==> src/rtl/serial_a_tx.sv <==
// Strobed serial transmitter: start bit, LSB-first payload, optional even
// parity, stop bit. The line advances one bit per clock that has enable=1.
module serial_a_tx #(
  parameter int DATA_WIDTH = 8,
  parameter int PARITY_EN  = 1
) (
  input  logic                  clock,
  input  logic                  reset_n,
  input  logic                  enable,
  input  logic [DATA_WIDTH-1:0] data_in,
  input  logic                  valid_in,
  output logic                  ready_out,
  output logic                  a,
  output logic                  busy,
  output logic                  done
);

  localparam int CNT_W = $clog2(DATA_WIDTH);
  localparam logic [CNT_W-1:0] LAST_BIT = CNT_W'(DATA_WIDTH - 1);

  typedef enum logic [2:0] {
    IDLE   = 3'd0,
    START  = 3'd1,
    DATA   = 3'd2,
    PARITY = 3'd3,
    STOP   = 3'd4
  } state_t;

  state_t                r_state;
  logic [DATA_WIDTH-1:0] r_shift;
  logic [CNT_W-1:0]      r_cnt;
  logic                  r_parity;
  logic                  r_a;
  logic                  r_done;

  state_t                w_state_nxt;
  logic [DATA_WIDTH-1:0] w_shift_nxt;
  logic [CNT_W-1:0]      w_cnt_nxt;
  logic                  w_parity_nxt;
  logic                  w_a_nxt;
  logic                  w_done_nxt;

  // Parity is captured at the handshake because the shift register is
  // consumed while the payload goes out.
  always_comb begin
    // NOTE: every output of this block gets a default first, so no path can
    // leave a signal unassigned and infer a latch.
    w_state_nxt  = r_state;
    w_shift_nxt  = r_shift;
    w_cnt_nxt    = r_cnt;
    w_parity_nxt = r_parity;
    w_a_nxt      = r_a;
    w_done_nxt   = 1'b0;

    unique case (r_state)
      IDLE: begin
        w_a_nxt = 1'b1;
        if (valid_in) begin
          w_shift_nxt  = data_in;
          w_parity_nxt = ^data_in;
          w_a_nxt      = 1'b0;
          w_state_nxt  = START;
        end
      end
      START: begin
        w_a_nxt = 1'b0;
        if (enable) begin
          w_a_nxt     = r_shift[0];
          w_cnt_nxt   = '0;
          w_state_nxt = DATA;
        end
      end
      DATA: begin
        if (enable) begin
          if (r_cnt == LAST_BIT) begin
            if (PARITY_EN != 0) begin
              w_a_nxt     = r_parity;
              w_state_nxt = PARITY;
            end else begin
              w_a_nxt     = 1'b1;
              w_state_nxt = STOP;
            end
          end else begin
            w_shift_nxt = r_shift >> 1;
            w_a_nxt     = r_shift[1];
            w_cnt_nxt   = r_cnt + CNT_W'(1);
          end
        end
      end
      PARITY: begin
        if (enable) begin
          w_a_nxt     = 1'b1;
          w_state_nxt = STOP;
        end
      end
      STOP: begin
        w_a_nxt = 1'b1;
        if (enable) begin
          w_state_nxt = IDLE;
          w_done_nxt  = 1'b1;
        end
      end
      default: begin
        w_a_nxt     = 1'b1;
        w_state_nxt = IDLE;
      end
    endcase
  end

  // NOTE: sequential state uses non-blocking assignments so every register
  // samples the pre-edge values regardless of statement order.
  always_ff @(posedge clock or negedge reset_n) begin
    if (!reset_n) begin
      r_state  <= IDLE;
      r_shift  <= '0;
      r_cnt    <= '0;
      r_parity <= 1'b0;
      r_a      <= 1'b1;
      r_done   <= 1'b0;
    end else begin
      r_state  <= w_state_nxt;
      r_shift  <= w_shift_nxt;
      r_cnt    <= w_cnt_nxt;
      r_parity <= w_parity_nxt;
      r_a      <= w_a_nxt;
      r_done   <= w_done_nxt;
    end
  end

  assign ready_out = (r_state == IDLE);
  assign busy      = (r_state != IDLE);
  assign a         = r_a;
  assign done      = r_done;

endmodule
==> config.mk <==
export PLATFORM = sky130hd
export DESIGN_NAME = serial_a_tx
export DESIGN_NICKNAME = d
export VERILOG_FILES = /design/src/rtl/serial_a_tx.sv
export SDC_FILE = /design/constraint.sdc
export NUM_CORES = 1
export LEC_CHECK = 0
export CORE_MARGIN = 2
export CORE_UTILIZATION = 51
export DETAILED_ROUTE_END_ITERATION = 10
export PLACE_DENSITY_LB_ADDON = 0.05
export SLEW_MARGIN = 15
export SYNTH_ARGS = -nofsm -noshare
export SYNTH_HDL_FRONTEND = slang
export SYNTH_SLANG_ARGS = --single-unit
==> constraint.sdc <==
create_clock -name clock -period 2.39 [get_ports clock]
set_input_delay 0.3585 -clock clock [delete_from_list [all_inputs] [get_ports clock]]
set_output_delay 0.3585 -clock clock [all_outputs]
set_load 0.005 [all_outputs]
# Yosys cells after proc, flatten, opt, wreduce, memory -nomap -nowiden

Index checks and enable logic that the tools add are counted.

Output and inout port bits: 4
Word-level logic and storage cells: 51
Input port bits: 12
Flip-flop bits (word level): 17

Eq/ne operators: 12
Reduce and logical (&&, ||, !) cells: 10
Add/subtract/negate cells: 1
Mux-type cells: 22

Operator list:

| cell                  | count |
|---|---|
| $mux W3               | 8 |
| $mux W8               | 3 |
| $pmux W8 S2           | 1 |
| $pmux W3 S5           | 1 |
| $ne A2 B2 Y1 const B  | 7 |
| $reduce_and A4 Y1     | 2 |
| $reduce_xor A8 Y1     | 1 |
| $mux W1               | 7 |
| $eq A3 B2 Y1 const B  | 2 |
| $eq A3 B3 Y1 const B  | 2 |
| $pmux W3 S2           | 1 |
| $reduce_and A6 Y1     | 1 |
| $pmux W1 S4           | 1 |
| $reduce_and A2 Y1     | 2 |
| $reduce_bool A2 Y1    | 2 |
| $add A3 B1 Y3 const B | 1 |
| $eq A3 B1 Y1 const B  | 1 |
| $logic_not A3 Y1      | 1 |
| $reduce_bool A3 Y1    | 1 |

# Depth between registers and ports, before layout

Gate-level depths: netlist of the first run.

Depth after elaboration: 4
Depth in mapped cells: 7
Mapped depth without buffers: 6

# Worst setup path after synthesis of the first run

OpenSTA, ideal clock, no wires.

Path type: register to register
Start: register r_cnt[0]
End: register r_cnt[0]
Clock period less this slack: 1740 ps
Data arrival time: 1615 ps
Setup time: 125 ps
Buffers on the path: 0
Required time: 2265 ps
Slack: 650 ps
Stages on the path, launching flop included: 7
Cell sequence: dfrtp_1 -> ha_1 -> ha_1 -> or3b_1 -> o21ai_2 -> nand3b_4 -> mux2_4

Word-level cells in the longest chain between the ends: 4
Elaborated cells on any way between the ends: 7
Classes of those cells: add/sub: 1; eq/ne: 2; mux: 3; reduce/logical: 1

RTL lines:

| element                  | line | text |
|---|---|---|
| start: declaration       | 31   | `logic [CNT_W-1:0] r_cnt;` |
| start signal: assignment | 123  | `r_cnt <= w_cnt_nxt;` |
| $add A3 B1 Y3            | 86   | `w_cnt_nxt = r_cnt + CNT_W'(1);` |
| $mux W3                  | 75   | `if (r_cnt == LAST_BIT) begin` |
| $mux W3                  | 74   | `if (enable) begin` |
| $pmux W3 S2              | 55   | `unique case (r_state)` |

Several ways; a longest one is shown, not always the timed one. The select of a mux whose other input is x is not followed.
A chain may end at the register's enable or synchronous reset.

# Final worst setup path of the first run

Start: register r_state[1]
End: output ready_out

Word-level cells in the longest chain between the ends: 1

RTL lines:

| element                  | line | text |
|---|---|---|
| start: declaration       | 29   | `state_t r_state;` |
| start signal: assignment | 121  | `r_state <= w_state_nxt;` |
| $logic_not A3 Y1         | 130  | `assign ready_out = (r_state == IDLE);` |
| end: declaration         | 12   | `output logic ready_out,` |

Every way passes these cells.

==> results.md, run 1 <==
* Post-cts repair resize count at 0
* Largest net degree at the start of global routing at 18
* Clock Tree Root: clkbuf_4
* Slew Viols, Final at 0
* Final HPWL DP at approximately 1.3 mm
* Die H at around 48 µm
* Area after DPL at 0.00113 mm²
* Final Cell Area at around 0.0012 mm²
* Worst r2r src: r_cnt[0]
* Area growth from synthesis to layout at 18.0%
* Net count reported at finish at about 130
* Arrival time at the worst endpoint at between 1.5 and 2 ns
* Hold crit path type: in -> async
* Final wirelength at approximately 1.7 mm
* Number of diodes at 0
* All-Layer GR Usage at around 18%
* Vias in the first global route at 622
* Synth top area cells: dfrtp_1 41%, mux2i_1 9.2%, xnor2_1 6.2%
* Initial antenna violation count at 0
* Initial Utilization at a little under three fifths
* Yosys Warn Count at 0
* Final Cycle Share at 92.1%
* Max-cap violations at 0
* H-Tree Level Count at 1
* Port-buffer cells at 15
* Mapped cell area at 982 µm²
* Main synth FF type: dfrtp_1
* CTS Buf Count at 3
* Die Wd at approximately 48 µm
* Worst Clk Skew at 0.00379 ns
* Area leader, netlist: dfrtp_1
* # rows at 15
* Crit path time final at between 2 and 2.5 ns
* Synth top area share at slightly above 40%
* Flops & latches, synth at 17
* # IOs at 16
* CP cell instances: or3_2 > inv_1 > clkdlybuf4s50_1
* Clock buffer depth at 2
* Leakage at approximately 0.0005 µW
* Placer Congestion at about 0.74
* Util after Layout at about two thirds
* Grt total ovfl at 0
* Seq/Total Area, Yosys at a little over two fifths
* 1st-iter DRT viols at 16
* Least-Margin Pin Slew at 0.755 ns
* Average cell area after synthesis at 10.2 µm²
* Filler instances at 167
* TNS Setup at 0 ns
* Drt drc at 0
* Max IR drop VDD at about 1.0 mV
* Slowest cell on the critical path: dfrtp_1
* Clock Latency Late Sink at ~0.30 ns
* Sequential Area at approximately 430 µm²
* Vias per cell at 5.12
* Syn Inst Count at 96
* Placed cell count at 133
* Post-route insts no fill at between 100 and 150
* Clk pin slew, worst setup/hold paths at approximately 0.1 ns
* Ys async rst share at 100%
* RSZ-0062 raised after global routing: false
* WL/cell at roughly 12 µm
* Critical Path RT at slightly above 2 ns
* Post-synth EDFFs at 0
* Setup Fix Bufs, Post-CTS at 0
* Hold WS at just under 0.5 ns
* Hold Vio Cnt, Final at 0
* Via count at ~700
* Buf/Inv on CP at 2
* Total die area at about 0.0023 mm²
* Power density over the cells at between 1000 and 1500 mW/mm²
* Slew Limit Headroom at 49.5%
* Pre-Repair DR Iteration Count at 4
* CTS tree: done
* First-pass GRT wire length at 2.75 mm
* Share of layout cells above drive strength 1 at a little under an eighth
* Worst setup EP type: output port
* Setup crit start: r_state[1]
* Area of the core at 0.00176 mm²
* Slowest cell delay on critical path at 0.53 ns
* Synthesized Nets at 110
* Max frequency at 0.454 GHz
* Status: finished clean
* Crit Path Max Fanout at 13
* Post-synth cell types at 31
* Combined area of the multi-input logic cells at between 400 and 500 µm²
* Top Family by Delay on Critical Path: buffers and inverters
* # setup viols final at 0
* Hold buffer count at CTS at 0
* Final ANT Viol Nets at 0
* CTS sink cnt at 17
* Crit Path Category: reg -> out
* Startpoint types: flop
[flip-flops by register name, indices dropped and copies added, names as in the netlist]
signal	flops
a	1
r_shift	8
r_parity	1
done	1
r_state	3
r_cnt	3
[cell usage after synthesis (2+ instances only)]
master	number
dfrtp_1	16
buf_6	3
nand2_1	7
nor2_1	12
mux2i_1	9
ha_1	2
a21oi_1	10
nor3_1	2
nand3_1	2
xnor2_1	7
buf_4	2
inv_1	5
[cell families after synthesis]
family / Yosys count / share of synthesized area, %
adder cells (fa/ha/maj): 2 / 2.55
multiplexers: 11 / 11.8
buffers and inverters: 11 / 7.39
AND/OR/NAND/NOR: 32 / 17.3
AO/OA/AOI/OAI: 15 / 10.3
flip-flops: 17 / 43.4
XOR/XNOR: 8 / 7.13
[final cells by class]
| type | count | share of cell area, % |
|---|---|---|
| multi-input combinational | 68 | 41.7 |
| sequential | 17 | 36.8 |
| timing repair buffer | 18 | 14.9 |
| tap | 25 | 2.70 |
| clock buffer | 4 | 2.27 |
| inverter | 5 | 1.62 |
[worst register-to-register path, delay by kind of cell (launching register included)]
kind | cells | cell delay [ns]
compound gates | 2 | 0.73
simple gates | 2 | 0.29
fa+ha+maj | 2 | 0.43
flops | 1 | 0.42
[power by group]
part,internal [µW],switching (µW)
registers,415,111
logic,313,289
clock network,65.1,91.3
[final timing paths]
path	end	slack (ns)	cells past startpoint
worst max register to register	r_shift[5]	0.44	6
min in group clock	r_cnt[1]	0.54	2
max in group asynchronous	r_shift[2]	1.42	1
worst min register to register	r_cnt[1]	0.54	2
worst min-delay path	done	0.50	1
worst max-delay path	ready_out	0.19	3
[per-stage QoR]
| stage | total power (µW) | setup slack (ns) |
|---|---|---|
| 2_1_floorplan | 1010 | 0.650 |
| 4_1_cts | 1300 | 0.174 |
| 5_1_grt | 1400 | 0.0906 |
| 6_report | 1280 | 0.190 |
| 3_3_place_gp | 1120 | 0.522 |
| 3_5_place_dp | 1140 | 0.470 |
[placed cells by master, fill, tap and decap left out, types with 3 or more instances in the layout]
master,instances
dfrtp_1,16
clkdlybuf4s50_1,15
nor2_1,12
a21oi_1,10
mux2i_1,9
nand2_1,7
xnor2_1,7
inv_1,5
clkbuf_4,3
buf_4,3
[routing by layer]
metal  track usage [%]  routed length, µm  part of all wire [%]  up-vias
met5                 0                  0                     0        -
met4              13.5                 51                   3.0        0
met3              4.53                 66                   3.9        4
met2              25.1                784                    46       12
met1              25.2                801                    47      329
li1                  -                  -                     -      357
Power figures use the tool's default switching activity.
==> inputs of run 2 (changes only) <==
--- a/config.mk
+++ b/config.mk
@@ -8,7 +8,8 @@
 export CORE_MARGIN = 2
 export CORE_UTILIZATION = 51
 export DETAILED_ROUTE_END_ITERATION = 10
-export PLACE_DENSITY_LB_ADDON = 0.05
+export PLACE_DENSITY = 0.77
+export SKIP_LAST_GASP = 1
 export SLEW_MARGIN = 15
 export SYNTH_ARGS = -nofsm -noshare
 export SYNTH_HDL_FRONTEND = slang
==> run 2 against run 1 <==
Non-clock buffer count decreased by 1. Global-route usage increased by 0.057 points. First-iteration DRC count unchanged. Cell count decreased by 0.73%. Clock power decreased by 3%. Setup slack got worse by 0.085 ns. Register-to-register slack improved by 0.04 ns. Power decreased by 0.62%. Routed wire length increased by 1.4%. Cell area decreased by 0.65%.
==> results.md, run 2 (synthesized netlist as in run 1, its figures left out) <==
* Clock network fraction of design power at 11.8% (was 12.2%)
* Post-cts repair resize count at 0 (unchanged)
* Net count reported at finish at 126 (was 127)
* Final wirelength at 1.73 mm (was 1.70 mm)
* Placed cell count at 132 (was 133)
* Number of diodes at 0 (unchanged)
* Worst r2r src: r_cnt[0] (unchanged)
* Final setup margin at 0.105 ns (was 0.190 ns)
* CTS Buf Count at 3 (unchanged)
* Max reg flops at 8 (unchanged)
* Vias in the first global route at 693 (was 622)
* Drt drc at 0 (unchanged)
* Largest registers: r_shift: 8 flops, r_cnt: 3 flops, r_state: 3 flops (unchanged)
* Clock Tree Root: clkbuf_4 (unchanged)
* Total die area at 0.00229 mm² (unchanged)
* First-pass GRT wire length at 2.90 mm (was 2.75 mm)
* R2R depth at 5 (was 6)
* Slowest cell on the critical path: dfrtp_1 (unchanged)
* # setup viols final at 0 (unchanged)
* Largest net degree at the start of global routing at 18 (unchanged)
* Least-Margin Pin Slew at 0.741 ns (was 0.755 ns)
* Pre-CTS setup slack at 0.439 ns (was 0.470 ns)
* Slew Viols, Final at 0 (unchanged)
* Hold buffer count at CTS at 0 (unchanged)
* Placer Congestion at 0.735 (was 0.741)
* CTS tree: done (unchanged)
* Startpoint types: flop (unchanged)
* # IOs at 16 (unchanged)
* WL/cell at 12.7 µm (was 12.4 µm)
* Crit path time final at 2.28 ns (was 2.20 ns)
* Final Cycle Share at 95.6% (was 92.1%)
* Area growth from synthesis to layout at 17.2% (was 18.0%)
* Grt total ovfl at 0 (unchanged)
* All-Layer GR Usage at 18.5% (about the same)
* Comb power frac at 45.4% (was 46.9%)
* Max IR drop VDD at 0.802 mV (was 1.02 mV)
* 1st-iter DRT viols at 16 (unchanged)
* Setup crit start: r_state[2] (was r_state[1])
* Clock Latency Late Sink at 0.28 ns (was 0.30 ns)
* Critical path capture point: ready_out (unchanged)
* Share of layout cells above drive strength 1 at 10.8% (was 11.6%)
* TNS Setup at 0 ns (unchanged)
* Hold WS at 0.507 ns (was 0.496 ns)
* Crit Path Max Fanout at 12 (was 13)
* NetSw at 490 µW (about the same)
* Worst r2r dst: r_shift[7] (was r_shift[5])
* Arrival time at the worst endpoint at 1.93 ns (was 1.84 ns)
* Die Wd at 47.9 µm (unchanged)
* Slew Limit Headroom at 50.4% (was 49.5%)
* Crit Path Category: reg -> out (unchanged)
* Final ANT Viol Nets at 0 (unchanged)
* Final HPWL DP at 1.30 mm (was 1.25 mm)
* Via count at 715 (was 702)
* Hold crit path type: in -> async (unchanged)
* Leakage at 0.000495 µW (was 0.000500 µW)
* Slowest cell delay on critical path at 0.55 ns (was 0.53 ns)
* Flop-to-flop setup slack at 0.48 ns (was 0.44 ns)
* Clk pin slew, worst setup/hold paths at 0.10 ns (about the same)
* Initial antenna violation count at 0 (unchanged)
* Die H at 47.9 µm (unchanged)
* Area of the core at 0.00176 mm² (unchanged)
* H-Tree Level Count at 1 (unchanged)
* Critical Path RT at 2.03 ns (about the same)
* Max frequency at 0.438 GHz (was 0.454 GHz)
* Port-buffer cells at 15 (unchanged)
* Int Power at 786 µW (was 793 µW)
* Hold Vio Cnt, Final at 0 (unchanged)
* Leading cell types in the layout, fill and taps excluded: 16 x dfrtp_1, 15 x clkdlybuf4s50_1, 12 x nor2_1 (unchanged)
* Post-route insts no fill at 136 (was 137)
* Most common cell after layout, fill and taps aside: dfrtp_1 (unchanged)
* Worst setup EP type: output port (unchanged)
* RSZ-0062 raised after global routing: false (unchanged)
* Flop pwr share at 42.7% (was 40.9%)
* Pre-Repair DR Iteration Count at 4 (unchanged)
* Sw Share at 38.4% (was 38.2%)
* Max-cap violations at 0 (unchanged)
* Initial Utilization at 55.7% (unchanged)
* # rows at 15 (unchanged)
* Filler instances at 167 (unchanged)
* CP cell instances: or3_2 > inv_1 > clkdlybuf4s50_1 (unchanged)
* Status: finished clean (unchanged)
* Power density over the cells at 1110 mW/mm² (about the same)
* Clock buffer depth at 2 (unchanged)
* Setup Fix Bufs, Post-CTS at 0 (unchanged)
* Vias per cell at 5.26 (was 5.12)
* Biggest register: r_shift (unchanged)
* CTS sink cnt at 17 (unchanged)
* Worst Clk Skew at 0.00372 ns (was 0.00379 ns)
-- run 2: cell count changes in the layout (fill, tap and decap cells not counted) --
cell   delta
buf_4     -1
-- run 2: layer usage --
metal	track usage (%)	routed length [µm]	share of wire, %	vias up
met2	30.4	843	49	23
met3	6.79	87	5.0	2
li1	-	-	-	355
met5	0	0	0	-
met4	8.65	10	0.58	0
met1	21.4	785	45	335
-- run 2: layout make-up --
| type | instances | area [µm²] | area share, % |
|---|---|---|---|
| multi-input cells | 68 | 483 | 42.0 |
| flip-flops and latches | 17 | 427 | 37.1 |
| repair buffers | 17 | 165 | 14.3 |
| well taps | 25 | 31.3 | 2.72 |
| clock buffers | 4 | 26.3 | 2.28 |
| inverters | 5 | 18.8 | 1.63 |
-- run 2: metrics by stage --
step / utilization [%] / cell area, µm² / total power [µW]
floorplan: - / 982 / 1010
global placement: 63.8 / 1120 / 1110
detailed placement: 63.8 / 1120 / 1140
CTS: 65.2 / 1150 / 1280
global route: 65.2 / 1150 / 1400
finish: 65.2 / 1150 / 1280
-- run 2: power groups by stage --
| stage | registers, µW | clock network [µW] | logic (µW) |
|---|---|---|---|
| floorplan | 477 | 0 | 529 |
| global placement | 536 | 0 | 570 |
| detailed placement | 551 | 0 | 588 |
| CTS | 543 | 153 | 589 |
| global route | 563 | 169 | 665 |
| finish | 545 | 151 | 580 |
-- run 2: worst min-delay path by stage --
stage,end,cells after the start,startpoint,slack [ns]
2_1_floorplan,done,0,reset_n,0.06
3_3_place_gp,r_shift[2],2,r_shift[2],0.51
3_5_place_dp,r_parity,2,r_parity,0.52
4_1_cts,done,1,reset_n,0.54
5_1_grt,done,1,reset_n,0.56
6_report,done,1,reset_n,0.51
-- run 2: critical path: cells and delay by family (launching register included) --
family | cells | cell delay, ns
buffers and inverters | 2 | 0.56
and+or+nand+nor | 1 | 0.54
DFF | 1 | 0.55
